`config.mk`:
```
export PLATFORM = sky130hd
export DESIGN_NAME = handshaking_xbar_2x2
export DESIGN_NICKNAME = d
export VERILOG_FILES = /design/src/rtl/xbar_pkg.sv /design/src/rtl/xbar_arb_rr2.sv /design/src/rtl/handshaking_xbar_2x2.sv
export SDC_FILE = /design/constraint.sdc
export NUM_CORES = 1
export LEC_CHECK = 0
export BUFFER_PORTS_ARGS = -buffer_cell sky130_fd_sc_hd__buf_4
export CORE_MARGIN = 5
export CORE_UTILIZATION = 40
export CTS_CLUSTER_SIZE = 30
export DETAILED_ROUTE_END_ITERATION = 16
export HOLD_SLACK_MARGIN = 0.1
export PLACE_DENSITY_LB_ADDON = 0.12
export SLEW_MARGIN = 0
export SYNTH_ARGS = -nofsm -noshare
export SYNTH_HDL_FRONTEND = slang
export SYNTH_HIERARCHICAL = 1
export SYNTH_SLANG_ARGS = --single-unit
```
`constraint.sdc`:
```
create_clock -name clk -period 3.3 [get_ports clk]
set_input_delay 0 -clock clk [delete_from_list [all_inputs] [get_ports clk]]
set_output_delay 0 -clock clk [all_outputs]
set_load 0.005 [all_outputs]
```
`src/rtl/xbar_pkg.sv`:
```
// Shared defaults and grant encoding for the 2x2 valid/ready crossbar.
package xbar_pkg;

  localparam int DEF_DATA_W  = 8;
  localparam int DEF_SEL_BIT = 4;

  // Which master currently owns a slave port.
  typedef enum logic [1:0] {
    GNT_NONE = 2'd0,
    GNT_M1   = 2'd1,
    GNT_M2   = 2'd2
  } gnt_e;

  // The master that gets priority after the given one completes a beat.
  function automatic gnt_e other_master(gnt_e g);
    return (g == GNT_M2) ? GNT_M1 : GNT_M2;
  endfunction

endpackage

```
`src/rtl/xbar_arb_rr2.sv`:
```
// Two-requester round-robin arbiter for one slave port. Grant is combinational
// from requests; a stalled beat locks the grant until its handshake completes.
module xbar_arb_rr2
  import xbar_pkg::*;
(
  input  logic       clk,
  input  logic       rst,
  input  logic [1:0] req,        // bit0 = M1, bit1 = M2
  input  logic       valid_sel,  // valid currently presented to the slave
  input  logic       ready,      // slave ready
  output logic [1:0] gnt         // gnt_e encoding
);

  gnt_e lock_q, lock_d;
  gnt_e ptr_q,  ptr_d;
  gnt_e gnt_w;

  // Grant selection: a held lock wins, otherwise single requester, otherwise pointer.
  always_comb begin
    // NOTE: every combinational output gets a default first, so no path leaves it unassigned and no latch is inferred.
    gnt_w = GNT_NONE;
    if (rst) begin
      gnt_w = GNT_NONE;
    end else if (lock_q != GNT_NONE) begin
      gnt_w = lock_q;
    end else begin
      case (req)
        2'b01:   gnt_w = GNT_M1;
        2'b10:   gnt_w = GNT_M2;
        2'b11:   gnt_w = ptr_q;
        default: gnt_w = GNT_NONE;
      endcase
    end
  end

  // Next arbitration state: handshake rotates priority, stall locks, anything else releases.
  always_comb begin
    lock_d = GNT_NONE;
    ptr_d  = ptr_q;
    if (valid_sel && ready) begin
      ptr_d = other_master(gnt_w);
    end else if (valid_sel) begin
      lock_d = gnt_w;
    end
  end

  // Arbitration state registers with synchronous reset to "M1 first, unlocked".
  always_ff @(posedge clk) begin
    // NOTE: sequential state uses non-blocking assignments so all flops update together at the edge.
    if (rst) begin
      lock_q <= GNT_NONE;
      ptr_q  <= GNT_M1;
    end else begin
      lock_q <= lock_d;
      ptr_q  <= ptr_d;
    end
  end

  assign gnt = gnt_w;

endmodule

```
`src/rtl/handshaking_xbar_2x2.sv`:
```
// 2-master x 2-slave valid/ready crossbar. Destination is chosen by one data
// bit; datapath and ready fan-back are purely combinational.
module handshaking_xbar_2x2
  import xbar_pkg::*;
#(
  parameter int DATA_W  = DEF_DATA_W,
  parameter int SEL_BIT = DEF_SEL_BIT
) (
  input  logic              clk,
  input  logic              rst,
  input  logic [DATA_W-1:0] data_out_m1,
  input  logic              valid_out_m1,
  output logic              ready_in_m1,
  input  logic [DATA_W-1:0] data_out_m2,
  input  logic              valid_out_m2,
  output logic              ready_in_m2,
  output logic [DATA_W-1:0] data_in_s1,
  output logic              valid_in_s1,
  input  logic              ready_out_s1,
  output logic [DATA_W-1:0] data_in_s2,
  output logic              valid_in_s2,
  input  logic              ready_out_s2
);

  logic       req_m1_s1, req_m1_s2, req_m2_s1, req_m2_s2;
  logic [1:0] gnt_s1, gnt_s2;

  // Route each valid beat to exactly one slave using its select bit.
  always_comb begin
    req_m1_s1 = valid_out_m1 && !data_out_m1[SEL_BIT];
    req_m1_s2 = valid_out_m1 &&  data_out_m1[SEL_BIT];
    req_m2_s1 = valid_out_m2 && !data_out_m2[SEL_BIT];
    req_m2_s2 = valid_out_m2 &&  data_out_m2[SEL_BIT];
  end

  xbar_arb_rr2 u_arb_s1 (
    .clk       (clk),
    .rst       (rst),
    .req       ({req_m2_s1, req_m1_s1}),
    .valid_sel (valid_in_s1),
    .ready     (ready_out_s1),
    .gnt       (gnt_s1)
  );

  xbar_arb_rr2 u_arb_s2 (
    .clk       (clk),
    .rst       (rst),
    .req       ({req_m2_s2, req_m1_s2}),
    .valid_sel (valid_in_s2),
    .ready     (ready_out_s2),
    .gnt       (gnt_s2)
  );

  // S1 path mux: granted master's routed valid and data, zero when ungranted.
  always_comb begin
    valid_in_s1 = 1'b0;
    data_in_s1  = '0;
    if (gnt_s1 == GNT_M1) begin
      valid_in_s1 = req_m1_s1;
      data_in_s1  = data_out_m1;
    end else if (gnt_s1 == GNT_M2) begin
      valid_in_s1 = req_m2_s1;
      data_in_s1  = data_out_m2;
    end
  end

  // S2 path mux: granted master's routed valid and data, zero when ungranted.
  always_comb begin
    valid_in_s2 = 1'b0;
    data_in_s2  = '0;
    if (gnt_s2 == GNT_M1) begin
      valid_in_s2 = req_m1_s2;
      data_in_s2  = data_out_m1;
    end else if (gnt_s2 == GNT_M2) begin
      valid_in_s2 = req_m2_s2;
      data_in_s2  = data_out_m2;
    end
  end

  // Ready fan-back: a master sees its decoded slave's ready only while granted there.
  always_comb begin
    ready_in_m1 = (req_m1_s1 && (gnt_s1 == GNT_M1) && ready_out_s1) ||
                  (req_m1_s2 && (gnt_s2 == GNT_M1) && ready_out_s2);
    ready_in_m2 = (req_m2_s1 && (gnt_s1 == GNT_M2) && ready_out_s1) ||
                  (req_m2_s2 && (gnt_s2 == GNT_M2) && ready_out_s2);
  end

endmodule

```
==> metrics.txt, run 1 <==
leading cell types in the layout, fill and taps excluded buf_4, a22o_1, nor2_1; Fillers 141; Placeable Area 1540 um2; Reg-to-Reg Start u_arb_s1/ptr_q[1]; routed len/inst 13.7 um; drt first pass iters 4; DR iter-0 viols 18; RSZ-0062 raised after global routing false; synth warn 6; area of the multi-input gates 470 um2; CTS sink cnt 8; final wirelength 2010 um; Synth Net Count 108; GP Congestion 0.857; die area 2600 um2; post_cts resized 0; CTS Buf Count 3; post-layout minimum cycle time between 2 and 3 ns; Final Hold Vio Count 0; Worst-Skew Late Latency 0.24 ns; crit path from u_arb_s1/ptr_q[1]; hold_sp valid_out_m2; Rel. slew slack 59.6%; GRT Util Overall 15.2%; die height 51.0 um; grt total ovfl 0; final worst-path cycle share 78.8%; commonest non-fill, non-tap cell in the layout buf_4; Via density 5.46; clock buffer depth 2; hold_buf cts 4; port bufs 41; die width 51.0 um; starting density of the core between 40% and 50%; global-route wire length before repair ~3200 um; # rows 14; Final Slew Violations 0; Setup violations, final 0; initial antenna violation count 0; CP arrival 2.72 ns; slew of the pin with the lowest slew margin 0.600 ns; CP Max Fanout 9; PwrDens 239 nW/um2; Final ANT Viol Nets 0; n_diodes 0; critical path type register to register; worst hold path class primary input to register; critical path required time 3.42 ns; CP Launch Type register; DRC 0; Worst-path clk slew 0.05 ns; Syn Area/Cell between 7 and 8 um2; number of global-route vias before repair between 700 and 800; TritonCTS clock tree yes; clock root buffer clkbuf_4; Max Fclk ~380 MHz; CTS H-Tree Depth 1; Setup Buffers After CTS 0; post-synthesis sequential area ratio 23.8%; Final HPWL DP ~1600 um; Critical Path End Type register; Peak VDD IR 0.000227 V; clk_skew between 0.0001 and 0.00015 ns; Final Core Density a little under 70%; share of layout cells above drive strength 1 around 36%; outcome finished, final reports clean; Nets between 150 and 200; Slowest cell on crit path nor2b_1; Synth Cell Area 672 um2; Leak 0.468 nW; WHS Path Cells 4; Synth cell types 22; Syn Inst Count 86; vias around 800; pin count of the biggest net entering global routing 11; Register Area 160 um2; Worst Reg-to-Reg Cells 9; register bit total from synthesis 8; Layout area overhead 55.3%; setup TNS 0 ns; CP max stage delay approximately 0.55 ns; I/O Pins 42; max-cap violation count 0; CP cell instances nand2b_1, a31oi_1, nor2_1, nor2b_1, a22o_1, nand2_4, a21oi_1, dlygate4sd3_1, o21ai_1
[flip-flops by register name (all words and copies together), names as in the netlist]
name and count:
u_arb_s2/ptr_q 2, u_arb_s2/lock_q 2, u_arb_s1/ptr_q 2, u_arb_s1/lock_q 2
[critical path: cells and delay by family, from the launching register on]
kind	cells	cell delay, ns
AOI/OAI and AO/OA	4	0.67
and+or+nand+nor	4	0.94
buffers and inverters	1	0.55
DFF	1	0.32
[metrics by stage]
step / hold WS [ns] / setup WS, ns / cell area [um2] / total power [W] / instances
4_1_cts: 0.263 / 0.706 / 1040 / 0.000251 / 147
5_1_grt: 0.286 / 0.511 / 1040 / 0.000269 / 147
3_5_place_dp: 0.294 / 0.966 / 981 / 0.000178 / 140
2_1_floorplan: 0.105 / 1.27 / 672 / 0.000132 / 86
6_report: 0.270 / 0.698 / 1040 / 0.000249 / 147
3_3_place_gp: 0.292 / 0.964 / 981 / 0.000177 / 140
[synth_stat cells]
library cell  instances  share of area, %
o21a_1                2               2.2
o21ai_0               2               1.5
buf_2                 3               2.2
o21ai_1               2               1.5
a21boi_0              2               2.2
nand3_1               1              0.74
nand4b_1              3               3.9
nand2_4               2               3.4
and2_1                2               1.9
nor2_1               12               6.7
buf_6                 1               1.7
a31oi_1               4               3.7
nand4bb_1             2               3.4
nand3b_1              1               1.1
nand2_1               3               1.7
a22o_1               16                21
nand2b_1              4               3.7
dfxtp_1               8                24
a21oi_1               4               3.0
a311o_1               2               3.0
inv_1                 4               2.2
nor2b_1               6               5.6
[metal layers]
metal / track usage, % / wire length (um)
met1: 18.6 / 874
met2: 23.8 / 848
met3: 4.36 / 261
met4: 8.09 / 29
met5: 0 / 0
[kinds of logic after synthesis]
| family | Yosys count | share of synthesized area, % |
|---|---|---|
| compound gates | 34 | 38.0 |
| buf+inv | 8 | 6.14 |
| flops | 8 | 23.8 |
| simple gates | 36 | 32.0 |
[cell type report]
class | count | area share, %
sequential | 8 | 15.3
inverter | 4 | 1.44
tap | 16 | 1.92
clock buffer | 3 | 2.16
timing repair buffer | 46 | 34.1
multi-input combinational | 70 | 45.1
[power breakdown]
group	internal [W]	switching (W)
sequential	0.0000980	0.000000532
combinational	0.0000461	0.0000348
clock	0.0000413	0.0000287
[final timing paths]
check	to	slack, ns
max	u_arb_s1/ptr_q[0]	0.70
min	u_arb_s2/lock_q[1]	0.27
max reg2reg	u_arb_s1/ptr_q[0]	0.70
min reg2reg	u_arb_s2/ptr_q[0]	0.49
No activity file was read; power rests on OpenSTA's default activity.
==> inputs of run 2 (changes only) <==
==> constraint.sdc (replaced) <==
create_clock -name clk -period 2.4 [get_ports clk]
set_input_delay 0 -clock clk [delete_from_list [all_inputs] [get_ports clk]]
set_output_delay 0 -clock clk [all_outputs]
set_load 0.005 [all_outputs]
==> metrics.txt, run 2 (same netlist as run 1, synthesis figures left out) <==
share of layout cells above drive strength 1 36.6%; CTS H-Tree Depth 1; Layout area overhead 54.9%; Worst-path clk slew ~0.050 ns; vias 817; Most Crowded Layer GR met2; routed len/inst 13.5 um; Final Core Density 67.5%; WHS Path Cells 4; setup TNS 0 ns; Peak VDD IR between 0.0002 and 0.0003 V; drt first pass iters 4; Setup Buffers After CTS 0; final wirelength between 1500 and 2000 um; met2 Use GR 23.3%; Nets 155; clock buffer depth 2; worst hold path class primary input to register; initial antenna violation count 0; final worst-path cycle share 86.6%; Worst-Skew Late Latency 0.24 ns; Hold Path End u_arb_s1/lock_q[0]; CP max stage delay 0.36 ns; die width just over 50 um; critical path type register to register; Final ANT Viol Nets 0; leading cell types in the layout, fill and taps excluded buf_4, a22o_1, nor2_1; slew of the pin with the lowest slew margin around 0.52 ns; Placeable Area 1540 um2; clock root buffer clkbuf_4; flop2flop setup slack between 0.3 and 0.4 ns; Critical Path End Type register; CP cell instances nand2b_1, a31oi_1, nor2_1, nand3_1, o21ai_1, nand2_4, a311o_1, o21a_1; CP Launch Type register; Setup violations, final 0; Final Slew Violations 0; PwrDens 325 nW/um2; Rel. slew slack roughly 65%; Final HPWL DP 1640 um; Worst Reg-to-Reg Cells 8; CP arrival 2.21 ns; die height 51.0 um; clk_skew between 0.00007 and 0.00008 ns; r2r endpoint u_arb_s2/ptr_q[1]; Final Power around 0.00034 W; RSZ-0062 raised after global routing false; crit-path leading delay family compound AO/OA/AOI/OAI gates; met1 Use GR 18.1%; GRT Util Overall 14.6%; outcome finished, final reports clean; CTS Buf Count 3; max-cap violation count 0; DR iter-0 viols 16; Reg-to-Reg Start u_arb_s2/ptr_q[1]; Max Fclk 481 MHz; WP depth 8; hold_sp data_out_m1[4]; DRC 0; Final Hold Vio Count 0; GP Congestion 0.875; # rows 14; Buf/Inv on CP 0; grt total ovfl 0; n_diodes 0; global-route wire length before repair approximately 3100 um; Leak 0.467 nW; number of global-route vias before repair ~730; die area ~2600 um2; post-layout minimum cycle time 2.08 ns; pin count of the biggest net entering global routing 11; starting density of the core 43.6%; CP Max Fanout 8; port bufs 41; Slowest cell on crit path o21ai_1; commonest non-fill, non-tap cell in the layout buf_4; met3 usage 5.81%; critical path required time 2.53 ns; CTS sink cnt 8; I/O Pins 42; TritonCTS clock tree yes; Via density 5.56
run 2: worst min-delay path: cells and delay by family:
family | cells | cell delay (ns)
AO/OA/AOI/OAI | 1 | 0.19
buffers and inverters | 1 | 0.11
AND/OR/NAND/NOR | 2 | 0.15
run 2: report_power, final:
part           switching (W)  internal (W)
clock network      0.0000351     0.0000565
registers        0.000000734      0.000135
logic              0.0000478     0.0000637
run 2: layout make-up:
| class | count | area, um2 |
|---|---|---|
| clock buffer | 3 | 22.5 |
| fill | 134 | 500 |
| inverter | 4 | 15.0 |
| multi-input combinational | 70 | 470 |
| sequential | 8 | 160 |
| tap | 16 | 20.0 |
| timing repair buffer | 46 | 353 |
run 2: worst max path at each step:
stage	to	slack, ns	from
after CTS	u_arb_s2/ptr_q[1]	0.19	u_arb_s2/ptr_q[1]
after global routing	u_arb_s2/ptr_q[1]	0.15	u_arb_s2/ptr_q[1]
after floorplan	u_arb_s2/ptr_q[1]	0.37	u_arb_s2/ptr_q[1]
after global placement	u_arb_s2/ptr_q[1]	0.31	u_arb_s2/ptr_q[1]
after detailed placement	u_arb_s2/ptr_q[1]	0.19	u_arb_s2/ptr_q[1]
final	u_arb_s2/ptr_q[1]	0.32	u_arb_s2/ptr_q[1]
run 2: metrics by stage:
| stage | hold slack, ns | instance area, um2 | setup WS, ns | cells |
|---|---|---|---|---|
| 3_3_place_gp | 0.290 | 988 | 0.311 | 141 |
| 4_1_cts | 0.251 | 1040 | 0.192 | 147 |
| 3_5_place_dp | 0.294 | 988 | 0.186 | 141 |
| 2_1_floorplan | 0.105 | 672 | 0.373 | 86 |
| 6_report | 0.265 | 1040 | 0.321 | 147 |
| 5_1_grt | 0.301 | 1040 | 0.148 | 147 |
run 2: layer usage:
metal	up-vias	routed length, um
li1	411	-
met1	372	848
met2	34	871
met3	0	261
met4	0	0
met5	-	0
run 2: what timing repair did:
item,CTS,global route
hold buffers,3,0
endpoints found under the setup margin,0,1
gates resized for setup,0,1
hold endpoints to repair,6,0
==> inputs of run 3 (changes only) <==
--- a/config.mk
+++ b/config.mk
@@ -10,6 +10,7 @@
 export CORE_UTILIZATION = 40
 export CTS_CLUSTER_SIZE = 30
 export DETAILED_ROUTE_END_ITERATION = 16
+export GPL_TIMING_DRIVEN = 0
 export HOLD_SLACK_MARGIN = 0.1
 export PLACE_DENSITY_LB_ADDON = 0.12
 export SLEW_MARGIN = 0
==> metrics.txt, run 3 (same netlist as run 1, synthesis figures left out) <==
outcome finished, final reports clean; DR iter-0 viols 15; leading cell types in the layout, fill and taps excluded buf_4, a22o_1, nor2_1; Worst Reg-to-Reg Cells 9; # rows 14; CP Max Fanout 9; CP endpoint u_arb_s1/ptr_q[1]; CTS H-Tree Depth 1; Final Power 0.000348 W; die area 2600 um2; commonest non-fill, non-tap cell in the layout buf_4; vias 827; routed len/inst between 10 and 15 um; r2r endpoint u_arb_s1/ptr_q[1]; starting density of the core between 40% and 50%; pin count of the biggest net entering global routing 11; die height 51.0 um; critical path type register to register; n_diodes 0; Max Fclk 456 MHz; met1 Use GR 18.5%; worst hold path class primary input to register; CTS Buf Count 3; CTS sink cnt 8; final worst-path cycle share 91.4%; Final ANT Viol Nets 0; fin worst setup slack around 0.21 ns; drt first pass iters 4; post-layout minimum cycle time 2.19 ns; Setup violations, final 0; met2 Use GR between 20 and 25%; Via density 5.55; clk_skew approximately 0.0030 ns; I/O Pins 42; GRT Util Overall 15.2%; Nets 157; Setup Buffers After CTS 0; Worst-path clk slew 0.05 ns; Most Crowded Layer GR met2; RSZ-0062 raised after global routing false; final wirelength 2080 um; post-place setup slack 0.145 ns; flop2flop setup slack a little over 0.2 ns; share of layout cells above drive strength 1 a little under two fifths; placed inst area approximately 1000 um2; GP Congestion 0.824; setup TNS 0 ns; crit path from u_arb_s1/ptr_q[1]; Rel. slew slack 71.2%; Leak 0.478 nW; initial antenna violation count 0; port bufs 41; critical path required time 2.55 ns; Placeable Area 1540 um2; DRC 0; clock root buffer clkbuf_4; post-route design area 1050 um2; global-route wire length before repair ~3200 um; number of global-route vias before repair 712; PwrDens 331 nW/um2; hold_ws 0.250 ns; Final Hold Vio Count 0; max-cap violation count 0; Reg-to-Reg Start u_arb_s1/ptr_q[1]; grt total ovfl 0; Worst-Skew Late Latency 0.25 ns; Layout area overhead 56.6%; Critical Path End Type register; met3 usage 2.91%; Peak VDD IR between 0.0003 and 0.0004 V; die width a little over 50 um; TritonCTS clock tree yes; clock buffer depth 2; Final HPWL DP about 1600 um; CP arrival 2.34 ns; slew of the pin with the lowest slew margin 0.430 ns; CP Launch Type register; Final Slew Violations 0
[run 3: changes by cell type in the layout (fill, tap and decap cells not counted), sizes merged]
cell	previous run	this run
buf	43	45
[run 3: metal layers]
metal	share of wire, %	wire, um
met4	1.4	29
met3	13	275
met5	0	0
met1	40	835
met2	45	938
[run 3: worst min path at each step]
stage | start | endpoint | slack (ns) | depth (start not counted)
4_1_cts | valid_out_m1 | u_arb_s2/lock_q[0] | 0.25 | 4
3_5_place_dp | data_out_m1[7] | data_in_s2[7] | 0.29 | 3
2_1_floorplan | rst | u_arb_s1/ptr_q[0] | 0.10 | 2
3_3_place_gp | rst | u_arb_s2/ptr_q[0] | 0.29 | 3
6_report | valid_out_m1 | u_arb_s2/lock_q[0] | 0.25 | 4
5_1_grt | valid_out_m2 | u_arb_s2/lock_q[1] | 0.28 | 4
[run 3: repair_timing]
action	CTS	global route
setup endpoints to repair	0	1
hold buffers	3	0
hold endpoints to repair	8	0
gates resized for setup	0	1
[run 3: per-stage QoR]
stage | cells | utilization (%)
finish | 149 | 68.3
global route | 149 | 68.3
CTS | 149 | 68.3
detailed placement | 143 | 64.9
global placement | 143 | 64.9
floorplan | 86 | -
[run 3: power by group]
part	switching (W)	leakage (nW)	internal [W]	total [W]
clock	0.0000418	0.0138	0.0000569	0.0000988
sequential	0.000000842	0.0646	0.000135	0.000136
combinational	0.0000489	0.400	0.0000646	0.000113
total	0.0000916	0.478	0.000256	0.000348
[run 3: critical path, cell delays in order (launching register included)]
cell	delay (ns)
dfxtp_1	0.31
nand2b_1	0.13
a31oi_1	0.32
nor2_1	0.14
nor2b_1	0.12
buf_2	0.20
a22o_1	0.28
nand2_4	0.07
a311o_1	0.34
o21a_1	0.17
[run 3: final cells by class]
cell class	instances	area, um2
multi-input cells	70	470
repair buffers	44	338
fillers	139	489
clock buffers	3	22.5
well taps	16	20.0
flip-flops and latches	8	160
inverters	4	15.0
plain buffers	4	26.3
